## config.mk

```make
export PLATFORM = sky130hd
export DESIGN_NAME = fpga_bootrom_trampoline_flat
export DESIGN_NICKNAME = d
export VERILOG_FILES = /design/src/rtl/fpga_bootrom_trampoline_if.sv /design/src/rtl/fpga_bootrom_trampoline.sv /design/src/flat_wrapper.sv
export SDC_FILE = /design/constraint.sdc
export NUM_CORES = 1
export LEC_CHECK = 0
export BUFFER_PORTS_ARGS = -buffer_cell sky130_fd_sc_hd__buf_2
export CORE_MARGIN = 5
export CORE_UTILIZATION = 35
export DETAILED_ROUTE_END_ITERATION = 10
export GPL_TIMING_DRIVEN = 0
export PLACE_DENSITY = 0.62
export SLEW_MARGIN = 10
export SYNTH_ARGS = -nofsm -noshare
export SYNTH_HDL_FRONTEND = slang
export SYNTH_SLANG_ARGS = --single-unit
```

## constraint.sdc

```tcl
create_clock -name CLK -period 2 [get_ports CLK]
set_clock_uncertainty 0.1 [all_clocks]
set_input_delay 0.2 -clock CLK [delete_from_list [all_inputs] [get_ports CLK]]
set_output_delay 0.2 -clock CLK [all_outputs]
set_load 0.02 [all_outputs]
```

## src/rtl/fpga_bootrom_trampoline_if.sv

```systemverilog
// Boot instruction port of the trampoline bootrom: read bus plus boot-target control.
// The master is the core/boot controller and the slave is the bootrom.
interface fpga_bootrom_trampoline_if #(
  parameter int unsigned ADDR_WIDTH = 5
);
  logic                  CEN;
  logic [ADDR_WIDTH-1:0] A;
  logic [31:0]           Q;
  logic                  BOOT_WE;
  logic [31:0]           BOOT_WDATA;
  logic                  BOOT_LOCK;
  logic [31:0]           BOOT_TARGET;
  logic                  BOOT_LOCKED;
  logic                  BOOT_DONE;

  modport master (
    output CEN, A, BOOT_WE, BOOT_WDATA, BOOT_LOCK,
    input  Q, BOOT_TARGET, BOOT_LOCKED, BOOT_DONE
  );

  modport slave (
    input  CEN, A, BOOT_WE, BOOT_WDATA, BOOT_LOCK,
    output Q, BOOT_TARGET, BOOT_LOCKED, BOOT_DONE
  );
endinterface

```

## src/rtl/fpga_bootrom_trampoline.sv

```systemverilog
// Bootrom that serves a lui/addi/jalr trampoline to a runtime-programmable target,
// NOPs elsewhere; the target locks on request or on the first jalr fetch.
module fpga_bootrom_trampoline #(
  parameter int unsigned ADDR_WIDTH = 5,
  parameter int unsigned DATA_WIDTH = 32,
  parameter logic [31:0] BOOT_ADDR  = 32'h1C008080
) (
  input logic                       CLK,
  input logic                       RST,
  fpga_bootrom_trampoline_if.slave  bus
);

  localparam logic [31:0] BOOT_ADDR_ALIGNED = BOOT_ADDR & ~32'h3;
  localparam logic [31:0] INSN_NOP          = 32'h00000013;
  localparam logic [31:0] INSN_JALR         = 32'h00050067;

  if (DATA_WIDTH != 32) begin : g_bad_data_width
    $error("fpga_bootrom_trampoline: DATA_WIDTH must be 32");
  end
  if (ADDR_WIDTH < 2) begin : g_bad_addr_width
    $error("fpga_bootrom_trampoline: ADDR_WIDTH must be >= 2");
  end

  logic [31:0] r_q;
  logic [31:0] r_target;
  logic        r_locked;
  logic        r_done;

  logic [19:0] w_hi;
  logic [31:0] w_word0;
  logic [31:0] w_word1;
  logic [31:0] w_rdata;
  logic [31:0] w_wdata_aligned;
  logic        w_read;
  logic        w_jalr_fetch;

  // Rounding the upper immediate by bit 11 cancels the sign extension of addi's lo.
  assign w_hi    = r_target[31:12] + 20'(r_target[11]);
  assign w_word0 = {w_hi, 5'd10, 7'h37};
  assign w_word1 = {r_target[11:0], 5'd10, 3'b000, 5'd10, 7'h13};

  always_comb begin
    w_rdata = INSN_NOP;
    case (bus.A)
      ADDR_WIDTH'(0): w_rdata = w_word0;
      ADDR_WIDTH'(1): w_rdata = w_word1;
      ADDR_WIDTH'(2): w_rdata = INSN_JALR;
      default:        w_rdata = INSN_NOP;
    endcase
  end

  assign w_read          = ~bus.CEN;
  assign w_jalr_fetch    = w_read && (bus.A == ADDR_WIDTH'(2));
  assign w_wdata_aligned = bus.BOOT_WDATA & ~32'h3;

  always_ff @(posedge CLK) begin
    if (RST) begin
      r_q      <= INSN_NOP;
      r_target <= BOOT_ADDR_ALIGNED;
      r_locked <= 1'b0;
      r_done   <= 1'b0;
    end else begin
      if (w_read) begin
        r_q <= w_rdata;
      end
      // Lock is sampled pre-edge, so a write alongside a lock event still lands.
      if (bus.BOOT_WE && !r_locked) begin
        r_target <= w_wdata_aligned;
      end
      if (bus.BOOT_LOCK || w_jalr_fetch) begin
        r_locked <= 1'b1;
      end
      if (w_jalr_fetch) begin
        r_done <= 1'b1;
      end
    end
  end

  assign bus.Q           = r_q;
  assign bus.BOOT_TARGET = r_target;
  assign bus.BOOT_LOCKED = r_locked;
  assign bus.BOOT_DONE   = r_done;

endmodule
```

## src/flat_wrapper.sv

```systemverilog
// flat-port wrapper written by rule: the top's interface ports become plain ports
module fpga_bootrom_trampoline_flat 
#(
  parameter int unsigned ADDR_WIDTH = 5,
  parameter int unsigned DATA_WIDTH = 32,
  parameter logic [31:0] BOOT_ADDR  = 32'h1C008080
)
  (CLK, RST, bus_CEN, bus_A, bus_BOOT_WE, bus_BOOT_WDATA, bus_BOOT_LOCK, bus_Q, bus_BOOT_TARGET, bus_BOOT_LOCKED, bus_BOOT_DONE);
  fpga_bootrom_trampoline_if #(.ADDR_WIDTH(ADDR_WIDTH)) bus_i ();
  input logic CLK;
  input logic RST;
  input wire logic [$bits(bus_i.CEN)-1:0] bus_CEN;
  input wire logic [$bits(bus_i.A)-1:0] bus_A;
  input wire logic [$bits(bus_i.BOOT_WE)-1:0] bus_BOOT_WE;
  input wire logic [$bits(bus_i.BOOT_WDATA)-1:0] bus_BOOT_WDATA;
  input wire logic [$bits(bus_i.BOOT_LOCK)-1:0] bus_BOOT_LOCK;
  output wire logic [$bits(bus_i.Q)-1:0] bus_Q;
  output wire logic [$bits(bus_i.BOOT_TARGET)-1:0] bus_BOOT_TARGET;
  output wire logic [$bits(bus_i.BOOT_LOCKED)-1:0] bus_BOOT_LOCKED;
  output wire logic [$bits(bus_i.BOOT_DONE)-1:0] bus_BOOT_DONE;
  assign bus_i.CEN = bus_CEN;
  assign bus_i.A = bus_A;
  assign bus_i.BOOT_WE = bus_BOOT_WE;
  assign bus_i.BOOT_WDATA = bus_BOOT_WDATA;
  assign bus_i.BOOT_LOCK = bus_BOOT_LOCK;
  assign bus_Q = bus_i.Q;
  assign bus_BOOT_TARGET = bus_i.BOOT_TARGET;
  assign bus_BOOT_LOCKED = bus_i.BOOT_LOCKED;
  assign bus_BOOT_DONE = bus_i.BOOT_DONE;
  fpga_bootrom_trampoline #(.ADDR_WIDTH(ADDR_WIDTH), .DATA_WIDTH(DATA_WIDTH), .BOOT_ADDR(BOOT_ADDR)) u_core (.CLK(CLK), .RST(RST), .bus(bus_i));
endmodule
```

# After elaboration in Yosys (flattened, before gate mapping)
# Index checks and enable logic that the tools add are counted.
op_classes:
  addsub: 1
  multipliers: 0
  div: 0
  order_cmp: 0
  eq_ne: 2
  shift: 0
  mux: 1
  bitwise: 1
  n_reduce_logical: 5
op_table:
  columns: ["cell", "count"]
  rows:
  - ["32-bit one-hot mux with 3 select lines", 1]
  - ["20-bit by 1-bit adder with 20-bit output", 1]
  - ["5-bit by 1-bit == test with 1-bit output (second input constant)", 1]
  - ["5-bit by 2-bit == test with 1-bit output (second input constant)", 1]
  - ["5-bit logical NOT", 1]
  - ["1-bit logical AND", 2]
  - ["1-bit logical NOT", 1]
  - ["1-bit logical OR", 1]
  - ["1-bit NOT", 1]
word_totals:
  reg_bits: 64
  latch_bits: 0
  mem_bits_rw: 0
  romBits: 0
  input_bits: 42
  out_inout_bits: 66
  wordCells: 14
  n_memories: 0

# Logic depth before layout (Yosys ltp)
# Gate-level depths: netlist of the first run.
depth:
  depth_word: 3
  ltp_mapped: 7
  ltp_nobuf: 7

# Worst setup path after synthesis of the first run
# Ideal clock, no wire load.
synth_timing:
  kind: "reg2reg"
  startpoint: "register u_core.r_target[11], in the netlist u_core.bus.BOOT_TARGET[11]"
  endpoint: "register u_core.r_q[26], in the netlist u_core.bus.Q[26]"
  setup_ps: 128
  t_arrival_ps: 1763
  required_time_ps: 1772
  path_slack_ps: 9
  stages_incl_launch_ff: 8
  n_path_buf: 0
  synth_period_minus_slack_ps: 1991
  path_cell_list: "dfxtp_1 -> ha_1 -> ha_1 -> nand4_1 -> nor4_1 -> xor2_1 -> a222oi_1 -> nor3_1"
synth_between:
  elab_chain_len: 2
synth_rtl:
  columns: ["item", "line", "source"]
  rows:
  - ["start, declared", "fpga_bootrom_trampoline.sv:25", "logic [31:0] r_target;"]
  - ["start signal, assigned", "fpga_bootrom_trampoline.sv:68", "r_target <= w_wdata_aligned;"]
  - ["20-bit by 1-bit adder with 20-bit output", "fpga_bootrom_trampoline.sv:38", "assign w_hi = r_target[31:12] + 20'(r_target[11]);"]
  - ["32-bit one-hot mux with 3 select lines", "fpga_bootrom_trampoline.sv:44", "case (bus.A)"]
  - ["end signal, assigned", "fpga_bootrom_trampoline.sv:64", "r_q <= w_rdata;"]
  - ["end, declared", "fpga_bootrom_trampoline.sv:24", "logic [31:0] r_q;"]
# Every way passes these cells.
# A chain may end at the register's enable or synchronous reset.

# Worst setup path after layout of the first run
layout_timing:
  startpoint: "register u_core.r_target[18], in the netlist u_core.bus.BOOT_TARGET[18]"
  endpoint: "register u_core.r_q[23], in the netlist u_core.bus.Q[23]"
# Same word-level chain as after synthesis.

==> results.ini, run 1 <==
[critical_path]
worstSetupEndpointType = flop
path_class = flop to flop
worstPathCellList = nand4_4 > nor4_4 > xnor2_1 > a222oi_1 > nor3_1
rrSetupSlack_ps = 110
slowest_delay_ps = 500
cp_slowest_cell = dfxtp_1
worstSetupStartpointType = flop
required_ps = 2100
critPathLaunch = u_core.bus.BOOT_TARGET[18]
crit_fanout = 6
r2r_cells = 5
cp-endpoint = u_core.bus.Q[23]
cp_data_arrival_time_ps = 1990
reg2reg_to = u_core.bus.Q[23]
r2r_start = u_core.bus.BOOT_TARGET[18]

[timing]
period_minus_slack_ps = 1890
fin_crit_sh_pct = 94.5
rsz0062_at_grt = false
slew_violations = 0
whs_ps = 10.6
worst_pin_slew_ps = 715
finalHoldViolCount = 0
fmax_ghz = 0.529
maxSlewHeadroom_pct = 52.3
tns_ps = 0
setup_violations = 0

[global_routing]
grt_max_degree = 16
grt_pass1_vias = 2430
grtUsageTotal_pct = 17.0
grt_overflow = 0
antenna_found_initial = 0
grt_pass1_wl_um = 12200

[floorplan]
rows = 31
fp.coreArea_um2 = 7250
pin_count = 108
initial_utilization_pct = 36.1
die_area_um2 = 9300
dieHeight_um = 96.4
die_x_um = 96.4

[power_and_ir_drop]
switching_share_pct = 27.8
ir_worst_vdd_mv = 0.291
p_total_w = 0.00221
p_seq_share_pct = 54.8
power_switching_w = 0.000613
p_per_area_nw_per_um2 = 647
power.share.clock_pct = 29.8
leakage_nw = 1.52
p_int_w = 0.00159
p_comb_share_pct = 15.4

[logic_synthesis]
yosysMostFrequentCell = nand2_1
synth_edf_count = 0
synthTopCellsByCount = nand2_1 (75), dfxtp_1 (56), a21oi_1 (41)
synthSimpleGateAreaFrac_pct = 26.8
synth_top_area_share_pct = 42.9
yosysWarningCount = 0
yosys-top-cells-area = dfxtp_1 (43%), nand2_1 (11%), a21oi_1 (7.8%)
ys_types = 43
netlist_area_um2 = 2620
synth_cells = 317
synthArstFlopShare_pct = 0
seq_area_frac_synth_pct = 42.9
synth_fa_ha_area_share_pct = 1.44
synth_area_leader_cell = dfxtp_1
synth-seq-cells = 56
synth_ff_type = dfxtp_1
synth_mux_area_share_pct = 1.15
synth_top_family_by_area = simple AND/OR/NAND/NOR gates
avgSynthCellArea_um2 = 8.25
synth-xor-area-share_pct = 4.69
synth_compound_area_share_pct = 15.2

[cells_and_area]
seq_area_um2 = 1130
num_antenna_cells = 0
multiInputGateArea_um2 = 1360
drive_gt1_share_pct = 30.5
areaGrowthSynthToFinish_pct = 30.4
nets = 475
n_fill_cell = 787
instances_no_fill = 529

[clocking]
htree_levels = 2
clk_pin_slew_ps = 100
cts_tree = yes
clock_sinks = 56
insertion_delay_ps = 310
cts_buffer_depth = 2
cts_root_buffer = clkbuf_8
cts_buffers = 5

[drt]
drt-pass1-iter-count = 4
viasPerCell = 4.83
antenna_left = 0
first_iter_violations = 173
vias = 2553
post_drt_wl_per_cell_um = 14.7
remaining_drc_errors = 0
wirelength_um = 7790

[hold_path]
hold_path.class = input port to flop

[placement]
hpwl_um = 5930
numPortBuffers = 97
gp_congestion = 0.861
place_inst = 519

[run]
max_cap_viol_count = 0

[status]
status = finished clean

[per-layer routing]
| layer | vias up | GRT usage [%] | part of all wire [%] |
|---|---|---|---|
| li1 | 1302 | - | - |
| met1 | 1153 | 23.6 | 47 |
| met2 | 90 | 26.5 | 45 |
| met3 | 8 | 3.80 | 7.5 |
| met4 | 0 | 5.02 | 1.3 |
| met5 | - | 0 | 0 |
[metrics by stage]
| stage | area, µm² | utilization, % | setup slack (ps) |
|---|---|---|---|
| 6_report | 3410 | 47.0 | 110 |
| 5_1_grt | 3410 | 47.0 | 6.94 |
| 4_1_cts | 3370 | 46.5 | 4.17 |
| 3_5_place_dp | 3250 | 44.8 | -117 |
| 3_3_place_gp | 3250 | 44.8 | -87.9 |
| 2_1_floorplan | 2640 | - | 8.92 |
[timing repair]
item                       in CTS  in global routing
resized for setup               5                  4
pin swaps                       2                  6
setup endpoints to repair       2                  3
hold buffers                    1                  0
hold endpoints to repair        1                  0
setup buffers                   0                  2
[worst max-delay path, delay by kind of cell (launching register included)]
family | cells | cell delay, ps
XOR/XNOR | 1 | 130
AND/OR/NAND/NOR | 3 | 790
AO/OA/AOI/OAI | 1 | 270
flip-flops | 1 | 500
[layout make-up]
type                            count  area share [%]
Multi-Input combinational cell    236            39.8
Inverter                            2           0.220
Sequential cell                    56            33.0
Timing Repair Buffer              100            15.0
Buffer                             29            5.58
Tap cell                           99            3.63
Clock buffer                        7            2.82
[cells by family (layout without fill, tap and decap cells)]
| kind of cell | after synthesis | after routing |
|---|---|---|
| multiplexers | 3 | 3 |
| other | 2 | 8 |
| AO/OA/AOI/OAI | 67 | 67 |
| flip-flops | 56 | 56 |
| adder cells (fa/ha/maj) | 3 | 3 |
| AND/OR/NAND/NOR | 141 | 141 |
| XOR/XNOR | 14 | 14 |
| buffers and inverters | 31 | 138 |
[cells in the final DEF, fill, tap and decap left out, types with 2 or more instances in the layout]
cell type | netlist | routed
nor4_2 | 0 | 2
and4_1 | 3 | 3
nand3_1 | 6 | 6
a22oi_1 | 10 | 10
nand2b_1 | 4 | 4
nand3b_1 | 7 | 7
nand2_1 | 75 | 75
nor2b_1 | 4 | 4
conb_1 | 2 | 8
mux2i_1 | 3 | 3
buf_4 | 10 | 12
dfxtp_1 | 56 | 54
nor2_1 | 17 | 17
buf_2 | 1 | 98
and3_1 | 2 | 2
clkbuf_1 | 13 | 13
nand4_1 | 3 | 3
clkbuf_8 | 3 | 10
a21oi_1 | 41 | 41
o21ai_0 | 2 | 2
o22ai_1 | 5 | 5
nor3_1 | 9 | 9
xnor2_1 | 5 | 5
a222oi_1 | 3 | 3
ha_4 | 0 | 2
xor2_1 | 9 | 9
inv_1 | 2 | 2
a211oi_1 | 2 | 2
[registers in the layout, summed over array words and instances (netlist names)]
register	cells
u_core.bus.Q	24
u_core.bus.BOOT_TARGET	30
u_core.bus.BOOT_DONE	1
u_core.bus.BOOT_LOCKED	1
[power groups by stage]
stage,Sequential (W),Clock [W],Combinational (W)
floorplan,0.00127,0,0.000158
global placement,0.00123,0,0.000331
detailed placement,0.00123,0,0.000336
CTS,0.00121,0.000679,0.000338
global route,0.00122,0.000722,0.000378
finish,0.00121,0.000658,0.000340
[worst min-delay path by stage]
stage / startpoint / to / slack (ps) / depth (start not counted)
finish: bus_BOOT_WDATA[28] / u_core.bus.BOOT_TARGET[28] / 10 / 3
global route: bus_BOOT_WDATA[26] / u_core.bus.BOOT_TARGET[26] / 10 / 3
CTS: bus_BOOT_WDATA[26] / u_core.bus.BOOT_TARGET[26] / 4 / 3
detailed placement: bus_BOOT_WDATA[7] / u_core.bus.BOOT_TARGET[7] / 320 / 3
global placement: bus_BOOT_WDATA[28] / u_core.bus.BOOT_TARGET[28] / 310 / 3
floorplan: bus_BOOT_WDATA[15] / u_core.bus.BOOT_TARGET[15] / 220 / 2
(Power assumes the default switching activity.)
==> run 2, diff against run 1 <==
Settings changed: CORE_UTILIZATION 35 to 43, PLACE_DENSITY 0.62 to 0.77, TNS_END_PERCENT set to 5.
Clock period 2 ns to 1.6 ns, I/O delays scaled along.
==> results.ini, run 2 (synthesis gave the netlist of run 1 again) <==
[power_and_ir_drop]
power_switching_w = 0.000774  ; +26%
p_comb_share_pct = 17.1  ; +1.7 points
p_int_w = 0.00204  ; +28%
p_seq_share_pct = 53.7  ; -1.1 points
p_per_area_nw_per_um2 = 763  ; +18%
switching_share_pct = 27.5  ; -0.29 points
leakage_nw = 1.65  ; +8.4%
ir_worst_vdd_mv = 0.484  ; +66%
power.share.clock_pct = 29.2  ; -0.6 points

[critical_path]
required_ps = 1680  ; -420 ps
reg2reg_to = u_core.bus.Q[26]
path_class = flop to flop
worstSetupStartpointType = flop
r2r_start = u_core.bus.BOOT_TARGET[12]
rrSetupSlack_ps = -280  ; -390 ps
crit_fanout = 4  ; -2
worstSetupEndpointType = flop
cp_data_arrival_time_ps = 1960  ; -30 ps
r2r_cells = 7  ; +2

[hold_path]
min_to = u_core.bus.BOOT_LOCKED
min-delay-start = bus_BOOT_LOCK
hold_depth = 3  ; unchanged
hold_path.class = input port to flop

[cells_and_area]
seq_area_um2 = 1130  ; +0.67%
final_cell_mix = buf_2 (98), nand2_1 (75), dfxtp_1 (50)
n_fill_cell = 527  ; -33%
drive_gt1_share_pct = 29.8  ; -0.68 points
final_common_cell = buf_2
areaGrowthSynthToFinish_pct = 41.1
num_antenna_cells = 0  ; unchanged
nets = 505  ; +6.3%
multiInputGateArea_um2 = 1360  ; +0.28%
largest_reg_flops = 30  ; unchanged
final_area_um2 = 3690  ; +8.2%

[floorplan]
dieHeight_um = 88.0  ; -8.8%
initial_utilization_pct = 44.2  ; +8.1 points
pin_count = 108  ; unchanged
rows = 28  ; -9.7%
fp.coreArea_um2 = 5920  ; -18%
die_x_um = 88.0  ; -8.8%
die_area_um2 = 7740  ; -17%

[clocking]
htree_levels = 2  ; unchanged
clock_sinks = 56  ; unchanged
cts_buffers = 5  ; unchanged
cts_tree = yes
insertion_delay_ps = 310  ; about the same
cts_buffer_depth = 2  ; unchanged
clk_pin_slew_ps = 90  ; about the same
cts_root_buffer = clkbuf_8

[run]
max_cap_viol_count = 0  ; unchanged

[drt]
drt-pass1-iter-count = 5  ; +1
first_iter_violations = 162  ; -6.4%
antenna_left = 0  ; unchanged
wl_met3_um = 739  ; +27%
dr_wl_met2_um = 3720  ; +7.3%
post_drt_wl_per_cell_um = 14.3  ; -2.6%
viasPerCell = 5.08  ; +5.2%
vias = 2717  ; +6.4%
route.top_layer_used = met4
wirelength_um = 7680  ; -1.5%
wl_met1_um = 3120  ; -14%
remaining_drc_errors = 0  ; unchanged

[placement]
hpwl_um = 5690  ; -4.0%
gp_congestion = 0.870  ; +1.1%
placed_area_um2 = 3270  ; +0.62%
numPortBuffers = 97  ; unchanged

[timing]
worst_pin_slew_ps = 521  ; -194 ps
fmax_ghz = 0.533  ; +0.74%
setup_violations = 12  ; +12
rsz0062_at_grt = true
fin_crit_sh_pct = 117  ; +23 points
whs_ps = 39.6  ; +29.0 ps
worst_slack_ps = -276  ; -386 ps
period_minus_slack_ps = 1880  ; -13.9 ps
maxSlewHeadroom_pct = 65.2  ; +13 points
finalHoldViolCount = 0  ; unchanged
slew_violations = 0  ; unchanged

[global_routing]
grtUsageTotal_pct = 20.3  ; +3.3 points
grt_pass1_wl_um = 12300  ; +0.40%
grt_pass1_vias = 2595  ; +6.8%
antenna_found_initial = 0  ; unchanged
grt_max_degree = 16  ; unchanged
grt_overflow = 0  ; unchanged

[status]
violations = negative setup slack
status = finished, violations left

run 2: cell count changes in the layout (fill, tap and decap cells not counted), sizes merged:
cell,delta
buf,+1
dlygate4sd3,+29
run 2: layout make-up:
class | instances | share of cell area (%)
Timing Repair Buffer | 130 | 21.9
Clock buffer | 7 | 2.61
Buffer | 29 | 5.15
Tap cell | 75 | 2.54
Inverter | 2 | 0.203
Sequential cell | 56 | 30.7
Multi-Input combinational cell | 236 | 36.9
run 2: power by group through the flow:
stage | registers (W) | logic [W] | clock network, W
after floorplan | 0.00159 | 0.000199 | 0
after global placement | 0.00154 | 0.000409 | 0
after detailed placement | 0.00155 | 0.000414 | 0
after CTS | 0.00151 | 0.000477 | 0.000832
after global routing | 0.00152 | 0.000529 | 0.000894
final | 0.00151 | 0.000481 | 0.000822
run 2: stage by stage:
step | setup slack, ps | util (%) | total power [W] | setup TNS, ps | cells
after global routing | -387 | 62.3 | 0.00294 | -4060 | 535
after detailed placement | -378 | 55.2 | 0.00196 | -3330 | 495
after CTS | -303 | 62.3 | 0.00282 | -2290 | 535
after global placement | -361 | 55.2 | 0.00195 | -3090 | 495
after floorplan | -147 | - | 0.00179 | -1090 | 323
final | -276 | 62.3 | 0.00282 | -2510 | 535
run 2: how the worst max path moves through the flow:
stage	start	cells after the start	end
after floorplan	u_core.bus.BOOT_TARGET[12]	7	u_core.bus.Q[24]
after global placement	bus_A[4]	6	u_core.bus.Q[27]
after detailed placement	bus_A[4]	6	u_core.bus.Q[27]
after CTS	u_core.bus.BOOT_TARGET[12]	7	u_core.bus.Q[24]
after global routing	u_core.bus.BOOT_TARGET[11]	7	u_core.bus.Q[24]
final	u_core.bus.BOOT_TARGET[12]	7	u_core.bus.Q[26]
run 2: what timing repair did:
| item | in CTS | in global routing |
|---|---|---|
| setup endpoints to repair | 11 | 17 |
| hold endpoints to repair | 30 | 0 |
| hold buffers | 30 | 0 |
| gates resized for setup | 0 | 1 |
| pin swaps | 5 | 6 |
| setup buffers | 3 | 0 |
run 2: metal layers:
layer  global-route usage (%)  up-vias
li1                         -     1369
met2                     34.7      105
met5                        0        -
met3                     4.89        9
met4                     6.56        0
met1                     25.0     1234
run 2: critical path, cell delays in order, from the launching register on:
cell and delay, ps:
dfxtp_4 370, ha_4 130, ha_4 120, nand4_1 220, nor4_2 370, xor2_1 110, a222oi_1 240, nor3_1 90
==> run 3, diff against run 2 <==
Settings changed: CAP_MARGIN set to 0, CELL_PAD_IN_SITES_DETAIL_PLACEMENT set to 1, CELL_PAD_IN_SITES_GLOBAL_PLACEMENT set to 1, CORE_UTILIZATION 43 to 34, PLACE_DENSITY 0.77 to 0.81.
Clock period 1.6 ns to 1.8 ns, I/O delays scaled along.
==> results.ini, run 3 (synthesis gave the netlist of run 1 again) <==
[cells_and_area]
seq_area_um2 = 1130  ; unchanged
areaGrowthSynthToFinish_pct = 38.1
num_antenna_cells = 0  ; unchanged
nets = 490  ; -3.0%
multiInputGateArea_um2 = 1370  ; +0.74%
final_cell_mix = buf_2 (98), nand2_1 (75), dfxtp_1 (50)
drive_gt1_share_pct = 31.6  ; +1.8 points
final_common_cell = buf_2
final_util_pct = 47.5  ; -15 points
n_fill_cell = 966  ; +83%
largest_reg_flops = 30  ; unchanged

[status]
status = finished, violations left
violations = negative hold slack, negative setup slack

[critical_path]
crit_buf_inv = 0  ; unchanged
path_class = flop to flop
rrSetupSlack_ps = -140  ; +130 ps
worstSetupEndpointType = flop
r2r_cells = 7  ; unchanged
crit_top_cell = ha_4
required_ps = 1880  ; +200 ps
cp_slowest_cell = nor4_2
crit_fanout = 4  ; unchanged
worstPathCellList = ha_4 > ha_4 > nand4_1 > nor4_2 > xor2_1 > a222oi_1 > nor3_1
worstSetupStartpointType = flop
cp_data_arrival_time_ps = 2030  ; +70 ps
cp_top_family = simple AND/OR/NAND/NOR gates
reg2reg_to = u_core.bus.Q[26]
r2r_start = u_core.bus.BOOT_TARGET[12]
slowest_delay_ps = 400  ; +30 ps

[clocking]
cts_tree = yes
clk_pin_slew_ps = 110  ; +20 ps
cts_buffers = 5  ; unchanged
clock_sinks = 56  ; unchanged
insertion_delay_ps = 310  ; about the same
cts_buffer_depth = 2  ; unchanged
htree_levels = 2  ; unchanged
cts_root_buffer = clkbuf_8

[global_routing]
grt_overflow = 0  ; unchanged
grtUsageTotal_pct = 18.9  ; -1.4 points
grt_max_degree = 17  ; +1
grt_pass1_vias = 2932  ; +13%
grt_pass1_wl_um = 14800  ; +20%
antenna_found_initial = 0  ; unchanged

[timing]
slew_violations = 0  ; unchanged
maxSlewHeadroom_pct = 61.2  ; -4.1 points
whs_ps = -0.640  ; -40.3 ps
tns_ps = -262  ; +2250 ps
setup_violations = 5  ; -7
fmax_ghz = 0.515  ; -3.5%
worst_pin_slew_ps = 583  ; +61.3 ps
finalHoldViolCount = 1  ; +1
worst_slack_ps = -143  ; +133 ps
fin_crit_sh_pct = 108  ; -9.3 points
rsz0062_at_grt = true
period_minus_slack_ps = 1940  ; +67.2 ps

[hold_path]
min_to = u_core.bus.BOOT_TARGET[19]
hold_path.class = input port to flop
hold_depth = 3  ; unchanged
min-delay-start = bus_BOOT_WDATA[19]

[floorplan]
rows = 32  ; +14%
dieHeight_um = 97.7  ; +11%
initial_utilization_pct = 34.4  ; -9.8 points
die_area_um2 = 9550  ; +23%
fp.coreArea_um2 = 7610  ; +28%
pin_count = 108  ; unchanged
die_x_um = 97.7  ; +11%

[drt]
drt-pass1-iter-count = 5  ; unchanged
first_iter_violations = 93  ; -43%
antenna_left = 0  ; unchanged
remaining_drc_errors = 0  ; unchanged
wirelength_um = 9130  ; +19%
post_drt_wl_per_cell_um = 16.7  ; +16%
viasPerCell = 5.07  ; -0.11%
vias = 2780  ; +2.3%

[placement]
hpwl_um = 6850  ; +20%
numPortBuffers = 97  ; unchanged
dp_slack_ps = -314  ; +64.2 ps
gp_congestion = 0.830  ; -4.6%

[power_and_ir_drop]
p_total_w = 0.00267  ; -5.1%
ir_worst_vdd_mv = 0.345  ; -29%
leakage_nw = 1.60  ; -2.8%
p_per_area_nw_per_um2 = 740  ; -3.0%

[run]
max_cap_viol_count = 0  ; unchanged

[run 3: metal layers]
metal | up-vias | share of wire, % | track usage [%]
met3 | 16 | 6.6 | 5.10
met4 | 0 | 1.7 | 6.07
met5 | - | 0 | 0
met2 | 95 | 50 | 32.7
li1 | 1328 | - | -
met1 | 1341 | 42 | 22.6
[run 3: layout make-up]
type | count | area share [%]
well taps | 102 | 3.53
inverters | 2 | 0.208
multi-input cells | 236 | 37.9
flip-flops and latches | 56 | 31.4
clock buffers | 7 | 2.67
repair buffers | 115 | 18.2
clock inverters | 1 | 0.832
plain buffers | 29 | 5.27
[run 3: per-stage QoR]
stage / cell area [µm²] / std cells
after CTS: 3590 / 547
after global routing: 3610 / 548
final: 3610 / 548
after floorplan: 2670 / 323
after detailed placement: 3290 / 522
after global placement: 3290 / 522
[run 3: worst register-to-register path, cell delays in order (launching register included)]
cell      delay [ps]
dfxtp_4          370
ha_4             140
ha_4             130
nand4_1          240
nor4_2           400
xor2_1           110
a222oi_1         260
nor3_1            70
[run 3: timing repair]
item / CTS / global route
pin swaps: 7 / 1
endpoints found under the hold margin: 13 / 1
setup endpoints to repair: 11 / 13
gates resized for setup: 3 / 4
setup buffers: 4 / 0
hold buffers: 13 / 1
[run 3: worst max path at each step]
stage	start	cells past startpoint	end
detailed placement	bus_A[4]	6	u_core.bus.Q[27]
global placement	bus_A[4]	6	u_core.bus.Q[27]
finish	u_core.bus.BOOT_TARGET[12]	7	u_core.bus.Q[26]
floorplan	u_core.bus.BOOT_TARGET[11]	7	u_core.bus.Q[24]
CTS	u_core.bus.BOOT_TARGET[12]	7	u_core.bus.Q[26]
global route	u_core.bus.BOOT_TARGET[12]	7	u_core.bus.Q[24]
[run 3: power breakdown]
| group | switching (W) | internal, W |
|---|---|---|
| combinational | 0.000249 | 0.000165 |
| sequential | 0.0000626 | 0.00128 |
| clock | 0.000420 | 0.000492 |
